[src/rtl/mem_bus_interconnect.sv]
// Single-master to N-slave memory bus interconnect with address decode,
// per-slave strobes, ack/timeout handling and a registered master response.
module mem_bus_interconnect #(
    parameter int N_SLAVES   = 4,
    parameter int ADDR_WIDTH = 32,
    parameter int DATA_WIDTH = 32,
    parameter int SEL_LSB    = 28,
    parameter int TIMEOUT    = 15
) (
    input  logic                           clk,
    input  logic                           rst_n,
    input  logic                           m_rd_en_i,
    input  logic                           m_wr_en_i,
    input  logic [ADDR_WIDTH-1:0]          m_addr_i,
    input  logic [DATA_WIDTH-1:0]          m_data_i,
    output logic [DATA_WIDTH-1:0]          m_data_o,
    output logic                           m_ack_o,
    output logic                           m_err_o,
    output logic [N_SLAVES-1:0]            s_rd_en_o,
    output logic [N_SLAVES-1:0]            s_wr_en_o,
    output logic [ADDR_WIDTH-1:0]          s_addr_o,
    output logic [DATA_WIDTH-1:0]          s_data_o,
    input  logic [N_SLAVES*DATA_WIDTH-1:0] s_data_i,
    input  logic [N_SLAVES-1:0]            s_ack_i
);

    localparam int              SEL_W   = $clog2(N_SLAVES);
    localparam logic [SEL_W:0]  N_S     = N_SLAVES[SEL_W:0];
    localparam logic [7:0]      TO_LAST = 8'(TIMEOUT - 1);

    typedef enum logic [1:0] {
        IDLE,
        WAIT,
        RESP,
        ERR
    } state_t;

    state_t                  state_q;
    state_t                  state_d;
    logic [ADDR_WIDTH-1:0]   addr_q;
    logic [DATA_WIDTH-1:0]   wdata_q;
    logic                    wr_q;
    logic [SEL_W-1:0]        sel_q;
    logic [7:0]              cnt_q;

    logic [SEL_W-1:0]        sel_in;
    logic                    req;
    logic                    bad;
    logic [N_SLAVES-1:0]     sel_oh;
    logic                    ack_hit;
    logic [DATA_WIDTH-1:0]   rdata_sel;
    logic                    timeout_hit;

    assign sel_in      = m_addr_i[SEL_LSB +: SEL_W];
    assign req         = m_rd_en_i | m_wr_en_i;
    assign bad         = (m_rd_en_i & m_wr_en_i) | ({1'b0, sel_in} >= N_S);
    assign timeout_hit = (cnt_q == TO_LAST);
    assign s_addr_o    = addr_q;
    assign s_data_o    = wdata_q;

    // Explicit decode keeps an out-of-range select from ever matching a slave
    always_comb begin
        sel_oh    = '0;
        ack_hit   = 1'b0;
        rdata_sel = '0;
        for (int k = 0; k < N_SLAVES; k++) begin
            if (sel_q == SEL_W'(k)) begin
                sel_oh[k] = 1'b1;
                ack_hit   = s_ack_i[k];
                rdata_sel = s_data_i[k*DATA_WIDTH +: DATA_WIDTH];
            end
        end
    end

    always_ff @(posedge clk or negedge rst_n) begin
        if (!rst_n) begin
            state_q <= IDLE;
        end else begin
            state_q <= state_d;
        end
    end

    always_comb begin
        state_d   = state_q;
        s_rd_en_o = '0;
        s_wr_en_o = '0;
        m_ack_o   = 1'b0;
        m_err_o   = 1'b0;
        case (state_q)
            IDLE: begin
                if (req) begin
                    state_d = bad ? ERR : WAIT;
                end
            end
            WAIT: begin
                s_rd_en_o = wr_q ? '0 : sel_oh;
                s_wr_en_o = wr_q ? sel_oh : '0;
                if (ack_hit) begin
                    state_d = RESP;
                end else if (timeout_hit) begin
                    state_d = ERR;
                end
            end
            RESP: begin
                m_ack_o = 1'b1;
                state_d = IDLE;
            end
            ERR: begin
                m_ack_o = 1'b1;
                m_err_o = 1'b1;
                state_d = IDLE;
            end
            default: state_d = IDLE;
        endcase
    end

    // Response data is loaded on the edge that enters RESP/ERR, zero otherwise
    always_ff @(posedge clk or negedge rst_n) begin
        if (!rst_n) begin
            addr_q   <= '0;
            wdata_q  <= '0;
            wr_q     <= 1'b0;
            sel_q    <= '0;
            cnt_q    <= '0;
            m_data_o <= '0;
        end else begin
            m_data_o <= '0;
            case (state_q)
                IDLE: begin
                    if (req) begin
                        addr_q  <= m_addr_i;
                        wdata_q <= m_data_i;
                        wr_q    <= m_wr_en_i;
                        sel_q   <= sel_in;
                        cnt_q   <= '0;
                        if (bad) begin
                            m_data_o <= '1;
                        end
                    end
                end
                WAIT: begin
                    if (ack_hit) begin
                        m_data_o <= wr_q ? '0 : rdata_sel;
                    end else if (timeout_hit) begin
                        m_data_o <= '1;
                    end else begin
                        cnt_q <= cnt_q + 8'd1;
                    end
                end
                default: ;
            endcase
        end
    end

endmodule

[config.mk]
export PLATFORM = sky130hd
export DESIGN_NAME = mem_bus_interconnect
export DESIGN_NICKNAME = d
export VERILOG_FILES = /design/src/rtl/mem_bus_interconnect.sv
export SDC_FILE = /design/constraint.sdc
export NUM_CORES = 1
export LEC_CHECK = 0
export BUFFER_PORTS_ARGS = -buffer_cell sky130_fd_sc_hd__buf_2
export CORE_MARGIN = 5
export CORE_UTILIZATION = 39
export DETAILED_ROUTE_END_ITERATION = 8
export GPL_TIMING_DRIVEN = 0
export PLACE_DENSITY = 0.73
export SKIP_LAST_GASP = 1
export SLEW_MARGIN = 0
export SYNTH_ARGS = -nofsm -noshare
export SYNTH_HDL_FRONTEND = slang
export SYNTH_SLANG_ARGS = --single-unit
[constraint.sdc]
create_clock -name clk -period 3.95 [get_ports clk]
set_clock_uncertainty 0.05 [all_clocks]
set_input_delay 0 -clock clk [delete_from_list [all_inputs] [get_ports clk]]
set_output_delay 0 -clock clk [all_outputs]
set_load 0.01 [all_outputs]
==> results.tsv <==
metric	value	unit
status	finished, final reports clean	
setup bufs post-CTS	0	
die height	126	microns
post-route cell area	7990	sq um
Final Hold Vio Count	0	
core area	13200	sq um
filler instances	1119	
largest net degree at the start of global routing	68	
Synth area leaders	dfrtp_1 (51%), nand2_1 (15%), mux4_2 (14%)	
synthesis warning total	0	
Worst EP required	4.16	ns
die area	15800	sq um
Max Freq	494	MHz
root buf cell	clkbuf_16	
setup slack, reg-to-reg	1.92	ns
Synth top area share	0.511	
syn avg cell area	10.2	sq um
largest family of logic cells by synthesized area	simple AND/OR/NAND/NOR gates	
cell taking the most area after synthesis	dfrtp_1	
routability cong.	0.891	
Final nets	1098	
post-synth cell types	39	
reg2reg end	m_data_o[17]	
vias per cell	4.89	
Clk Latency, worst-skew pair	0.35	ns
antenna violations before repair	0	
adder-cell share of the synthesized area	0.00478	
crit path time final	2.03	ns
Synth Net Count	713	
Hold Startpoint	s_data_i[0]	
CP Max Fanout	10	
mux contribution to synthesized area	0.161	
CTS tree	yes	
commonest non-fill, non-tap cell in the layout	buf_2	
vias in the first global route	5740	
Pwr per Cell Area	710	nW/um^2
Clock Sinks	107	
# rows	42	
H-tree depth	3	
Worst Slack Setup Final	1.92	ns
total wire length	18400	microns
CP endpoint kind	register	
final period utilization	0.513	
vias	5269	
Pleak	4.24	nW
CP Launch Type	register	
Initial DRC Count	284	
placed inst area	7010	sq um
pre-CTS setup slack	1.96	ns
Reg-to-Reg Start	cnt_q[0]	
CTS Buf Count	9	
max-cap viol count	0	
First-pass DRT Iterations	6	
DRC	0	
FFs w/ async S/R, synth	1.00	
slew margin rel.	0.549	
Layout area overhead	52.5	%
Synth Cell Area	5240	sq um
critical path class	register to register	
WP buf/inv	2	
total grt overflow	0	
Hold Crit Class	input port to register	
CP delay by family, top	simple AND/OR/NAND/NOR gates	
crit path DAT	2.23	ns
global-route wire length before repair	29600	microns
Post-Synth Simple-Gate Area	0.184	
endpoints failing setup	0	
total global-route track usage	0.235	
Worst-path clk slew	0.07	ns
most frequent cells in the layout	buf_2 (321), nand2_1 (203), dfrtp_1 (107), dlygate4sd3_1 (68)	
die width	126	microns
worst-path cell chain	inv_1, ha_1, nand4b_1, nor4_2, o21ai_2, buf_2, o21ai_1	
crit path max-delay cell type	dfrtp_1	
Hold EP	m_data_o[0]	
setup_tns	0	ns
Hold Path Depth	4	
Top-Level Pins	306	
CP max stage delay	0.44	ns
ANT nets after route	0	
ant diodes	0	
cell count after synthesis	511	
Worst-Margin Slew	0.676	ns
Post-synth EDFFs	0	
xor/xnor cell area share of the yosys netlist	0	
hpwl dp	13700	microns
synthesized flop and latch total	107	
maximum VDD drop	434	uV
Worst Reg-to-Reg Cells	7	
post-synthesis sequential area ratio	0.511	
Port Buffer Count	305	
Compound-Gate Fraction of Synth Area	0.0970	
clk buf depth	2	
average routed wire per standard cell	17.0	microns
Initial Util	0.397	
max-slew violations	0	
RSZ-0062 raised after global routing	false	
total power	0.00567	W
share of cells above drive strength 1	0.430	
Synth Flop Type	dfrtp_1	
==> stage by stage <==
| step | utilization | hold slack, ns | std cells |
|---|---|---|---|
| global placement | 0.529 | 0.140 | 992 |
| global route | 0.605 | 0.106 | 1077 |
| finish | 0.605 | 0.104 | 1077 |
| detailed placement | 0.532 | -0.0243 | 993 |
| CTS | 0.605 | 0.0858 | 1077 |
| floorplan | - | -0.346 | 511 |
==> final cells by class <==
class,count,area (sq um),share of cell area
sequential,107,2680,0.335
multi-input combinational,363,2340,0.293
timing repair buffer,374,2240,0.280
clock buffer,9,225,0.0282
tap,176,220,0.0276
buffer,39,213,0.0266
clock inverter,7,67.6,0.00846
inverter,2,7.51,0.000940
==> timing repair <==
| item | CTS | global route |
|---|---|---|
| gates resized for setup | 0 | 0 |
| hold endpoints to repair | 107 | 0 |
| hold buffers | 68 | 0 |
==> sequential cells by signal (all words and copies together), names as in the netlist <==
signal    flops
cnt_q         8
m_data_o     32
s_addr_o     32
s_data_o     32
state_q       2
wr_q          1
==> synthesized netlist by cell type, types with 2 or more instances <==
library cell	instances
a2111o_1	2
a211oi_1	5
a21oi_1	33
and3_1	2
buf_1	4
buf_2	17
buf_6	6
clkbuf_1	12
dfrtp_1	107
ha_1	2
inv_1	2
mux2i_1	5
mux2i_4	2
mux4_2	32
nand2_1	203
nand2b_1	7
nand3_1	8
nand3b_1	2
nor2_1	6
nor3_1	2
o21ai_0	2
o21ai_1	33
==> worst max path at each step <==
stage / startpoint / end / slack (ns) / depth (start not counted)
floorplan: s_addr_o[28] / m_data_o[0] / 2.19 / 6
global placement: rst_n / m_data_o[31] / 1.54 / 1
detailed placement: cnt_q[0] / m_data_o[17] / 1.96 / 7
CTS: cnt_q[0] / m_data_o[17] / 1.94 / 7
global route: cnt_q[0] / m_data_o[17] / 1.78 / 7
finish: cnt_q[0] / m_data_o[17] / 1.92 / 7
==> power by group <==
group / total, W / switching (W) / internal [W]
Combinational: 0.00293 / 0.00168 / 0.00126
Clock: 0.000889 / 0.000399 / 0.000490
Sequential: 0.00185 / 0.000248 / 0.00160
==> logic make-up (layout without fill, tap and decap cells) <==
family                     count (synthesis)  after routing
muxes                                     41             41
buffers and inverters                     41            431
DFF                                      107            107
AOI/OAI and AO/OA                         83             83
adders and majority gates                  2              2
and+or+nand+nor                          237            237
==> tightest hold or removal path, cell delays in order <==
cell and delay, ns:
buf_2 0.07, mux4_2 0.22, a21oi_1 0.06, o21ai_1 0.11
==> metal layers <==
layer  vias to the layer above  GRT usage  wire length [microns]
met5                         -          0                      0
met4                         0     0.0852                    621
met3                        50     0.0639                   1220
met2                       198      0.401                   9400
met1                      2518      0.287                   7110
li1                       2503          -                      -
No activity file was read; power rests on OpenSTA's default activity.
